===== src/rtl/tl_pkg.sv =====
// tl_pkg: phase encodings, mode codes and timed-phase durations shared by the signal controller blocks.
package tl_pkg;
  typedef enum logic [3:0] {
    S_NS_GREEN  = 4'd0,
    S_NS_YELLOW = 4'd1,
    S_ALL_RED_A = 4'd2,
    S_EW_GREEN  = 4'd3,
    S_EW_YELLOW = 4'd4,
    S_ALL_RED_B = 4'd5,
    S_FLASH     = 4'd6
  } phase_t;
  localparam logic [1:0] MODE_FIX   = 2'b00;
  localparam logic [1:0] MODE_ACT   = 2'b01;
  localparam logic [1:0] MODE_FLASH = 2'b10;
  function automatic logic [7:0] phase_dur(phase_t p, logic [7:0] t_green, logic [7:0] t_yellow,
                                           logic [7:0] t_all_red);
    return (p == S_NS_YELLOW || p == S_EW_YELLOW) ? t_yellow :
           (p == S_ALL_RED_A || p == S_ALL_RED_B) ? t_all_red : t_green;
  endfunction
endpackage


===== src/rtl/actuated_phase_ctrl_if.sv =====
// actuated_phase_ctrl_if: tick/mode/demand inputs and phase/lamp outputs of the phase sequencer.
interface actuated_phase_ctrl_if;
  logic       tick_1s;
  logic [1:0] mode_sel;
  logic       veh_NS;
  logic       veh_EW;
  logic [3:0] phase_id;
  logic       phase_start;
  logic [7:0] phase_sec;
  logic       ns_r, ns_y, ns_g;
  logic       ew_r, ew_y, ew_g;
  modport master (
    output tick_1s, mode_sel, veh_NS, veh_EW,
    input  phase_id, phase_start, phase_sec, ns_r, ns_y, ns_g, ew_r, ew_y, ew_g
  );
  modport slave (
    input  tick_1s, mode_sel, veh_NS, veh_EW,
    output phase_id, phase_start, phase_sec, ns_r, ns_y, ns_g, ew_r, ew_y, ew_g
  );
endinterface


===== src/rtl/tl_lamp_decode.sv =====
// tl_lamp_decode: pure decode of phase and flash toggle into the six NS/EW lamps.
module tl_lamp_decode
  import tl_pkg::*;
(
  input  phase_t phase_id,
  input  logic   tog,
  output logic   ns_r,
  output logic   ns_y,
  output logic   ns_g,
  output logic   ew_r,
  output logic   ew_y,
  output logic   ew_g
);
  always_comb begin
    ns_g = phase_id == S_NS_GREEN;
    ns_y = phase_id == S_NS_YELLOW || (phase_id == S_FLASH && tog);
    ns_r = phase_id != S_FLASH && !ns_g && !ns_y;
    ew_g = phase_id == S_EW_GREEN;
    ew_y = phase_id == S_EW_YELLOW || (phase_id == S_FLASH && tog);
    ew_r = phase_id != S_FLASH && !ew_g && !ew_y;
  end
endmodule


===== src/rtl/actuated_phase_ctrl.sv =====
// actuated_phase_ctrl: fixed/actuated/flash intersection phase sequencer driven by a 1 Hz tick.
module actuated_phase_ctrl
  import tl_pkg::*;
#(
  parameter int T_GREEN_FIX = 20,
  parameter int T_GREEN_MIN = 10,
  parameter int T_GREEN_MAX = 40,
  parameter int T_YELLOW    = 3,
  parameter int T_ALL_RED   = 2
) (
  input logic                  clk,
  input logic                  rst,
  actuated_phase_ctrl_if.slave bus
);
  phase_t     ph, ph_nxt, seq;
  logic [7:0] sec, sec_nxt;
  logic       tog, tog_nxt, start;
  logic       green, own, oth, act_end, timed_end, done, trans;
  always_comb begin
    green     = ph == S_NS_GREEN || ph == S_EW_GREEN;
    own       = ph == S_NS_GREEN ? bus.veh_NS : bus.veh_EW;
    oth       = ph == S_NS_GREEN ? bus.veh_EW : bus.veh_NS;
    act_end   = sec >= 8'(T_GREEN_MIN - 1) && oth && (!own || sec >= 8'(T_GREEN_MAX - 1));
    timed_end = sec == phase_dur(ph, 8'(T_GREEN_FIX), 8'(T_YELLOW), 8'(T_ALL_RED)) - 8'd1;
    done      = bus.tick_1s && ((green && bus.mode_sel == MODE_ACT) ? act_end : timed_end);
    seq       = ph == S_ALL_RED_B ? S_NS_GREEN : phase_t'(ph + 4'd1);
    // flash entry/exit is immediate, independent of the tick
    ph_nxt    = bus.mode_sel[1] ? S_FLASH : ph == S_FLASH ? S_ALL_RED_B : done ? seq : ph;
    trans     = ph_nxt != ph;
    sec_nxt   = trans ? 8'd0 : (bus.tick_1s && sec != 8'hFF) ? sec + 8'd1 : sec;
    tog_nxt   = trans ? 1'b0 : (ph == S_FLASH && bus.tick_1s) ? ~tog : tog;
  end
  always_ff @(posedge clk) begin
    if (rst) begin
      ph    <= S_NS_GREEN;
      sec   <= 8'd0;
      tog   <= 1'b0;
      start <= 1'b0;
    end else begin
      ph    <= ph_nxt;
      sec   <= sec_nxt;
      tog   <= tog_nxt;
      start <= trans;
    end
  end
  assign bus.phase_id    = ph;
  assign bus.phase_sec   = sec;
  assign bus.phase_start = start;
  tl_lamp_decode u_lamps (
    .phase_id (ph),
    .tog      (tog),
    .ns_r     (bus.ns_r),
    .ns_y     (bus.ns_y),
    .ns_g     (bus.ns_g),
    .ew_r     (bus.ew_r),
    .ew_y     (bus.ew_y),
    .ew_g     (bus.ew_g)
  );
endmodule


===== src/flat_wrapper.sv =====
// flat-port wrapper written by rule: the top's interface ports become plain ports
module actuated_phase_ctrl_flat import tl_pkg::*;
#(
  parameter int T_GREEN_FIX = 20,
  parameter int T_GREEN_MIN = 10,
  parameter int T_GREEN_MAX = 40,
  parameter int T_YELLOW    = 3,
  parameter int T_ALL_RED   = 2
)
  (clk, rst, bus_tick_1s, bus_mode_sel, bus_veh_NS, bus_veh_EW, bus_phase_id, bus_phase_start, bus_phase_sec, bus_ns_r, bus_ns_y, bus_ns_g, bus_ew_r, bus_ew_y, bus_ew_g);
  actuated_phase_ctrl_if bus_i ();
  input logic clk;
  input logic rst;
  input wire logic [$bits(bus_i.tick_1s)-1:0] bus_tick_1s;
  input wire logic [$bits(bus_i.mode_sel)-1:0] bus_mode_sel;
  input wire logic [$bits(bus_i.veh_NS)-1:0] bus_veh_NS;
  input wire logic [$bits(bus_i.veh_EW)-1:0] bus_veh_EW;
  output wire logic [$bits(bus_i.phase_id)-1:0] bus_phase_id;
  output wire logic [$bits(bus_i.phase_start)-1:0] bus_phase_start;
  output wire logic [$bits(bus_i.phase_sec)-1:0] bus_phase_sec;
  output wire logic [$bits(bus_i.ns_r)-1:0] bus_ns_r;
  output wire logic [$bits(bus_i.ns_y)-1:0] bus_ns_y;
  output wire logic [$bits(bus_i.ns_g)-1:0] bus_ns_g;
  output wire logic [$bits(bus_i.ew_r)-1:0] bus_ew_r;
  output wire logic [$bits(bus_i.ew_y)-1:0] bus_ew_y;
  output wire logic [$bits(bus_i.ew_g)-1:0] bus_ew_g;
  assign bus_i.tick_1s = bus_tick_1s;
  assign bus_i.mode_sel = bus_mode_sel;
  assign bus_i.veh_NS = bus_veh_NS;
  assign bus_i.veh_EW = bus_veh_EW;
  assign bus_phase_id = bus_i.phase_id;
  assign bus_phase_start = bus_i.phase_start;
  assign bus_phase_sec = bus_i.phase_sec;
  assign bus_ns_r = bus_i.ns_r;
  assign bus_ns_y = bus_i.ns_y;
  assign bus_ns_g = bus_i.ns_g;
  assign bus_ew_r = bus_i.ew_r;
  assign bus_ew_y = bus_i.ew_y;
  assign bus_ew_g = bus_i.ew_g;
  actuated_phase_ctrl #(.T_GREEN_FIX(T_GREEN_FIX), .T_GREEN_MIN(T_GREEN_MIN), .T_GREEN_MAX(T_GREEN_MAX), .T_YELLOW(T_YELLOW), .T_ALL_RED(T_ALL_RED)) u_core (.clk(clk), .rst(rst), .bus(bus_i));
endmodule

===== config.mk =====
export PLATFORM = sky130hd
export DESIGN_NAME = actuated_phase_ctrl_flat
export DESIGN_NICKNAME = d
export VERILOG_FILES = /design/src/rtl/tl_pkg.sv /design/src/rtl/actuated_phase_ctrl_if.sv /design/src/rtl/tl_lamp_decode.sv /design/src/rtl/actuated_phase_ctrl.sv /design/src/flat_wrapper.sv
export SDC_FILE = /design/constraint.sdc
export NUM_CORES = 1
export LEC_CHECK = 0
export ABC_AREA = 0
export CELL_PAD_IN_SITES_DETAIL_PLACEMENT = 0
export CELL_PAD_IN_SITES_GLOBAL_PLACEMENT = 1
export CORE_ASPECT_RATIO = 1.4
export CORE_MARGIN = 2
export CORE_UTILIZATION = 35
export DETAILED_ROUTE_END_ITERATION = 8
export PLACE_DENSITY_LB_ADDON = 0.3
export SYNTH_ARGS = -nofsm -noshare
export SYNTH_HDL_FRONTEND = slang
export SYNTH_SLANG_ARGS = --single-unit

===== constraint.sdc =====
create_clock -name clk -period 6.5 [get_ports clk]
set_input_delay 1.3 -clock clk [delete_from_list [all_inputs] [get_ports clk]]
set_output_delay 1.3 -clock clk [all_outputs]
set_load 0.05 [all_outputs]

==> results of run 1 <==
-- final cells by class --
| type | instances | area, sq um |
|---|---|---|
| sequential | 14 | 280 |
| tap | 37 | 46.3 |
| fill | 300 | 1500 |
| timing repair buffer | 25 | 250 |
| clock buffer | 4 | 55.1 |
| inverter | 9 | 33.8 |
| multi-input combinational | 103 | 713 |
-- state kept, by name, summed over array words and instances, names as in the netlist --
signal and flops:
u_core.tog 1, u_core.bus.phase_sec 8, u_core.bus.phase_start 1, u_core.bus.phase_id 4
-- worst min-delay path by stage --
stage                     from          to
floorplan           u_core.tog  u_core.tog
global placement    u_core.tog  u_core.tog
detailed placement  u_core.tog  u_core.tog
CTS                 u_core.tog  u_core.tog
global route        u_core.tog  u_core.tog
finish              u_core.tog  u_core.tog
-- cells by family (layout without fill, tap and decap cells) --
| logic type | count (synthesis) | after routing |
|---|---|---|
| xor gates and xnor gates | 6 | 6 |
| adders and majority gates | 3 | 3 |
| buffers and inverters | 17 | 38 |
| and+or+nand+nor | 65 | 65 |
| DFF | 14 | 14 |
| muxes | 2 | 2 |
| AOI/OAI and AO/OA | 27 | 27 |
-- metrics by stage --
stage,total power (uW),std cells,hold slack (ns),cell area (sq um)
floorplan,134,134,0.549,1070
global placement,153,188,0.581,1320
detailed placement,153,188,0.587,1320
CTS,241,192,0.597,1380
global route,248,192,0.621,1380
finish,238,192,0.595,1380
-- per-layer routing --
metal	share of wire	track usage
met5	0	0
met1	0.42	0.167
met3	0.045	0.0366
met2	0.52	0.291
met4	0.021	0.0871
-- tightest hold or removal path, cell delays in order (launching register included) --
cell     delay (ns)
dfxtp_1        0.30
inv_1          0.09
xnor2_1        0.12
nor3_1         0.04
-- cells in the mapped netlist (3+ instances only) --
library cell,n,area share
clkbuf_1,4,0.014
nand3_1,8,0.037
o211ai_1,4,0.028
a21oi_1,3,0.014
nor3_1,10,0.047
nand2_1,10,0.035
o21ai_0,6,0.028
dfxtp_1,14,0.26
inv_1,9,0.032
xnor2_1,5,0.041
buf_2,3,0.014
ha_1,3,0.035
nor2_1,14,0.049
-- report_power, final --
part           internal, uW  switching (uW)
Sequential             88.1            5.91
Combinational          21.6            35.2
Clock                  53.7            33.4
Total                   163            74.5
==> results.cfg, run 1 <==
[cells_and_area]
finalCoreUtilization = 0.479
final_cell_mix = 25 x clkdlybuf4s50_1, 14 x nor2_1, 14 x dfxtp_1
final_nets = 166
synthToLayoutAreaGrowth_pct = 29.0
insertedDiodeCount = 0
final_common_cell = clkdlybuf4s50_1
drive_gt1_frac = 0.0968

[critical_path]
arrival_ns = 2.49
crit_path_max_incr_delay_ns = 0.83
r2r-start = u_core.bus.phase_sec[1]
cp_num_buf_inv = 2
startpoint_type = register
crit_type = reg -> out
reg2regPathDepth = 8
crit_family = buffers and inverters
cp_cell_sequence = inv_1 -> or3_1 -> a21oi_1 -> clkdlybuf4s50_1
path_depth = 4
r2r_end = u_core.bus.phase_id[0]
endpoint = bus_ns_y
slowest_stage = clkdlybuf4s50_1
worstPathMaxFanout = 16
critPathCaptureType = output port
cp.required_ns = 5.20
rrSetupSlack_ns = 4.05
critPathLaunch = u_core.bus.phase_id[1]

[yosys]
ys_seq_area_frac = 0.262
synth_nets = 144
synth_mux_area_frac = 0.0187
synth-compound-area-share = 0.235
async_reset_ff_frac = 0
synth.distinct_cells = 42
synth_fa_ha_area_frac = 0.0351
yosys.area_share.simple = 0.329
synth_seq_cells = 14
synth_edf_count = 0
yosysWarnings = 0
syn_area_per_cell_sq_um = 7.97
synth-xor-area-share = 0.0492
synth_top_family_by_area = simple AND/OR/NAND/NOR gates
synth_ff_type = dfxtp_1
synth_area_sq_mm = 0.00107
syn_inst = 134

[timing]
finalHoldViolCount = 0
fin_tns_setup_ns = 0
worstMarginPinSlew_ns = 0.674
min_period_over_period = 0.583
setup_viol = 0
skew_ns = 0.00750
grt_setup_unrepaired = no
fmax_ghz = 0.264
drv_slew = 0
fin_ws_ns = 2.71
relSlewSlack = 0.549
post-route-min-period_ns = 3.79

[place]
io_buffers = 25
pre_cts_ws_ns = 3.01
finalWeightedCongestion = 0.747
dp_hpwl_microns = 2030

[route]
wl_per_cell_microns = 14.2
dr.pass1.iters = 4
routed_wl_microns = 2720
drt_iter0_markers = 22
viasPerCell = 5.32
drc_errors = 0
antenna_left = 0
vias = 1022

[die]
die_h_microns = 69.4
ios = 26
rows = 23
fp.dieW_microns = 50.7
core_area_sq_mm = 0.00288
dieArea_sq_mm = 0.00352
start_util = 0.371

[pwr]
peakVddDrop_uv = 77.4
cellPowerDensity_mw_per_mm2 = 173
leakagePower_uw = 0.000438

[clocking]
cts_tree = yes
cts_setup_buffers = 0
clock-root-buffer = clkbuf_8
htreeDepth = 1
cts_buffers = 3
cts_hold_buf = 0
clkLatencyLatePin_ns = 0.25
clockBufferDepth = 2
cts_sinks = 14
cts_resized = 0
clk_pin_slew_worst_paths_ns = 0.06

[grt]
gr-total-overflow = 0
grt_usage = 0.162
antenna_found_initial = 0
grt_pass1_wl_microns = 4390
first_global_vias = 940
grt_max_degree = 17

[status]
status = finished, final reports clean

[hold_path]
hold_path.class = reg -> reg
worstHoldPathCells = 3

[flow_run]
drv_cap = 0
Power figures use the tool's default switching activity.
==> run 2: changes to the inputs <==
- clock period: 6.5 -> 3.5 ns (I/O delays scaled with it)
==> run 2 against run 1 <==
Effect of this change:
- routed wire length is 1.2% lower
- non-clock buffer count stayed put
- cell area unchanged
- sequential power grew 85%
- register-to-register slack worse by 3.0 ns
- critical endpoint unchanged
- largest power group unchanged
==> results.cfg, run 2 (synthesized netlist as in run 1, its figures left out) <==
[status]
status = finished, final reports clean

[critical_path]
crit_type = reg -> out
endpoint = bus_ns_y
crit_family = buffers and inverters
path_depth = 4
cp.required_ns = 2.80
rrSetupSlack_ns = 1.09
critPathLaunch = u_core.bus.phase_id[1]
cp_num_buf_inv = 2
critPathCaptureType = output port
startpoint_type = register
cp_cell_sequence = inv_1 -> or3_1 -> a21oi_1 -> clkdlybuf4s50_1
worstPathMaxFanout = 16
r2r-start = u_core.bus.phase_sec[1]
r2r_end = u_core.bus.phase_sec[6]
slowest_stage = clkdlybuf4s50_1
crit_path_max_incr_delay_ns = 0.83
reg2regPathDepth = 8
arrival_ns = 2.44

[place]
pre_cts_ws_ns = 0.640
dp_hpwl_microns = 2030
finalWeightedCongestion = 0.749
io_buffers = 25

[clocking]
clock-root-buffer = clkbuf_8
cts_hold_buf = 0
cts_buffers = 3
cts_sinks = 14
htreeDepth = 1
cts_resized = 0
clkLatencyLatePin_ns = 0.25
clk_pin_slew_worst_paths_ns = 0.06
clockBufferDepth = 2
cts_tree = yes
cts_setup_buffers = 0

[timing]
fin_tns_setup_ns = 0
post-route-min-period_ns = 3.14
worstMarginPinSlew_ns = 0.628
grt_setup_unrepaired = no
min_period_over_period = 0.898
fin_ws_ns = 0.356
relSlewSlack = 0.580
skew_ns = 0.00432
finalHoldViolCount = 0
fmax_ghz = 0.318
setup_viol = 0
drv_slew = 0

[hold_path]
hp-start = u_core.tog
hold_path.class = reg -> reg
worstHoldPathCells = 3

[grt]
gr-total-overflow = 0
grt_pass1_wl_microns = 4380
grt_max_degree = 17
antenna_found_initial = 0
grt_usage = 0.162
first_global_vias = 963

[die]
core_area_sq_mm = 0.00288
fp.dieW_microns = 50.7
die_h_microns = 69.4
ios = 26
rows = 23
dieArea_sq_mm = 0.00352
start_util = 0.371

[flow_run]
drv_cap = 0

[route]
antenna_left = 0
drt_iter0_markers = 16
dr.pass1.iters = 4
wl_per_cell_microns = 14.0
drc_errors = 0
routed_wl_microns = 2690
vias = 1025
viasPerCell = 5.34

[pwr]
leakagePower_uw = 0.000438
cellPowerDensity_mw_per_mm2 = 320
peakVddDrop_uv = 172

[cells_and_area]
insertedDiodeCount = 0
final_nets = 166
largest_reg_flops = 8
drive_gt1_frac = 0.0968
final_common_cell = clkdlybuf4s50_1
final_cell_mix = 25 x clkdlybuf4s50_1, 14 x nor2_1, 14 x dfxtp_1
synthToLayoutAreaGrowth_pct = 29.0
==> run 2: cell type report <==
cell class	count	area [sq um]
sequential	14	280
multi-input combinational	103	713
timing repair buffer	25	250
inverter	9	33.8
clock buffer	4	55.1
fill	298	1500
tap	37	46.3
==> run 2: stage by stage <==
| stage | util | total power [uW] | hold slack [ns] | cell area (sq um) | cells |
|---|---|---|---|---|---|
| 2_1_floorplan | - | 250 | 0.549 | 1070 | 134 |
| 3_3_place_gp | 0.460 | 284 | 0.580 | 1320 | 188 |
| 3_5_place_dp | 0.460 | 283 | 0.579 | 1320 | 188 |
| 4_1_cts | 0.479 | 445 | 0.589 | 1380 | 192 |
| 5_1_grt | 0.479 | 456 | 0.640 | 1380 | 192 |
| 6_report | 0.479 | 441 | 0.585 | 1380 | 192 |
==> run 2: power by group <==
group	switching [uW]	internal [uW]
sequential	10.6	164
combinational	64.6	40.2
clock	62.6	99.8
==> run 2: how the worst min path moves through the flow <==
stage | to
after floorplan | u_core.tog
after global placement | u_core.tog
after detailed placement | u_core.tog
after CTS | u_core.tog
after global routing | u_core.tog
final | u_core.tog
==> run 2: metal layers <==
| layer | global-route usage | up-vias | part of all wire |
|---|---|---|---|
| li1 | - | 518 | - |
| met1 | 0.170 | 474 | 0.42 |
| met2 | 0.292 | 24 | 0.51 |
| met3 | 0.0280 | 9 | 0.037 |
| met4 | 0.0931 | 0 | 0.035 |
| met5 | 0 | - | 0 |
==> run 2: tightest hold or removal path: stages, from the launching register on <==
cell and delay (ns):
dfxtp_1 0.30, inv_1 0.09, xnor2_1 0.12, nor3_1 0.04
==> run 3: changes to the inputs <==
==> constraint.sdc (replaced) <==
create_clock -name clk -period 2.9 [get_ports clk]
set_input_delay 0.29 -clock clk [delete_from_list [all_inputs] [get_ports clk]]
set_output_delay 0.29 -clock clk [all_outputs]
set_load 0.05 [all_outputs]
==> run 3 against run 2 <==
Effect of this change:
- cell area hardly changed
- non-clock buffer count is 2 higher
- sequential share of layout area hardly changed
- utilization hardly changed
- worst hold slack better by 0.016 ns
- via count is 1.8% lower
- clock-buffer cell count is 1 lower
- worst setup slack worse by 0.037 ns
- global-route usage is 0.32 points higher
- largest cell class unchanged
- highest routed layer unchanged
==> results.cfg, run 3 (synthesized netlist as in run 1, its figures left out) <==
[status]
status = finished, final reports clean

[timing]
fin_tns_setup_ns = 0
setup_viol = 0
drv_slew = 0
post-route-min-period_ns = 2.58
finalHoldViolCount = 0
grt_setup_unrepaired = no
worstMarginPinSlew_ns = 0.601
min_period_over_period = 0.890
hold_ws_ns = 0.601
relSlewSlack = 0.598
fmax_ghz = 0.388
skew_ns = 0.00375

[pwr]
peakVddDrop_uv = 179
clockPowerShare = 0.307
power.total_uw = 489
leakagePower_uw = 0.000441
p_int_uw = 339
combPwrFrac = 0.269
swShare = 0.306
cellPowerDensity_mw_per_mm2 = 354
pwr-share-seq = 0.424
p_sw_uw = 150

[clocking]
clkLatencyLatePin_ns = 0.23
cts_setup_buffers = 0
cts_tree = yes
cts_buffers = 3
cts_resized = 0
clock-root-buffer = clkbuf_8
cts_hold_buf = 0
clk_pin_slew_worst_paths_ns = 0.05
htreeDepth = 1
cts_sinks = 14
clockBufferDepth = 2

[critical_path]
arrival_ns = 2.29
startpoint_type = register
critPathCaptureType = output port
crit_type = reg -> out
cp.required_ns = 2.61
worstPathMaxFanout = 13

[route]
viasPerCell = 5.22
routed_wl_microns = 2590
wl_per_cell_microns = 13.4
drc_errors = 0
drt_iter0_markers = 23
antenna_left = 0
dr.pass1.iters = 4
vias = 1007

[die]
die_h_microns = 69.4
rows = 23
fp.dieW_microns = 50.7
dieArea_sq_mm = 0.00352
core_area_sq_mm = 0.00288
ios = 26
start_util = 0.371

[grt]
gr-total-overflow = 0
antenna_found_initial = 0
grt_pass1_wl_microns = 4520
grt_max_degree = 17
grt_usage = 0.165
first_global_vias = 1018

[cells_and_area]
drive_gt1_frac = 0.103
fin_cells = 193
synthToLayoutAreaGrowth_pct = 29.2
largest_reg_flops = 8
insertedDiodeCount = 0
fillers = 293
final_common_cell = clkdlybuf4s50_1
fin_area_sq_mm = 0.00138
final_cell_mix = 25 x clkdlybuf4s50_1, 14 x nor2_1, 14 x dfxtp_1
final_nets = 168

[flow_run]
drv_cap = 0

[place]
dp.cells = 190
placed_cell_area_sq_mm = 0.00134
finalWeightedCongestion = 0.770
io_buffers = 25
dp_hpwl_microns = 2030

[hold_path]
hold_path.class = reg -> reg
run 3: cell types whose count changed in the layout (fill, tap and decap cells not counted), sizes merged:
cell	previous run	this run
buf	0	2
clkbuf	4	3
run 3: cell type report:
class                   count  area [sq um]  area share
inverters                   9          33.8      0.0245
flip-flops and latches     14           280       0.203
well taps                  37          46.3      0.0335
clock buffers               3          41.3      0.0299
multi-input cells         103           713       0.517
repair buffers             27           265       0.192
run 3: metal layers:
layer	GRT usage	wire [microns]	vias to the layer above
met3	0.0302	90	2
met4	0.0631	28	0
met1	0.201	1110	463
li1	-	-	523
met5	0	0	-
met2	0.282	1360	19
run 3: path summary, 6_finish.rpt:
check / startpoint / slack [ns] / depth (start not counted) / to
min reg2reg: u_core.tog / 0.60 / 3 / u_core.tog
max: u_core.bus.phase_id[2] / 0.32 / 4 / bus_ns_y
max reg2reg: u_core.bus.phase_sec[1] / 0.51 / 8 / u_core.bus.phase_sec[6]
min: u_core.tog / 0.60 / 3 / u_core.tog
run 3: critical path, stage by stage, from the launching register on:
cell	delay (ns)
dfxtp_1	0.58
nand2b_1	0.17
or3_1	0.33
a21oi_1	0.15
clkdlybuf4s50_1	0.82
run 3: through the flow:
stage	setup WS [ns]	util
detailed placement	0.496	0.465
finish	0.320	0.480
floorplan	0.287	-
CTS	0.316	0.480
global placement	0.501	0.465
global route	0.183	0.480
run 3: power by group through the flow:
stage / sequential [uW] / combinational [uW] / clock (uW)
global placement: 211 / 132 / 0
floorplan: 223 / 77.9 / 0
global route: 208 / 141 / 164
finish: 207 / 132 / 150
CTS: 207 / 133 / 157
detailed placement: 211 / 133 / 0
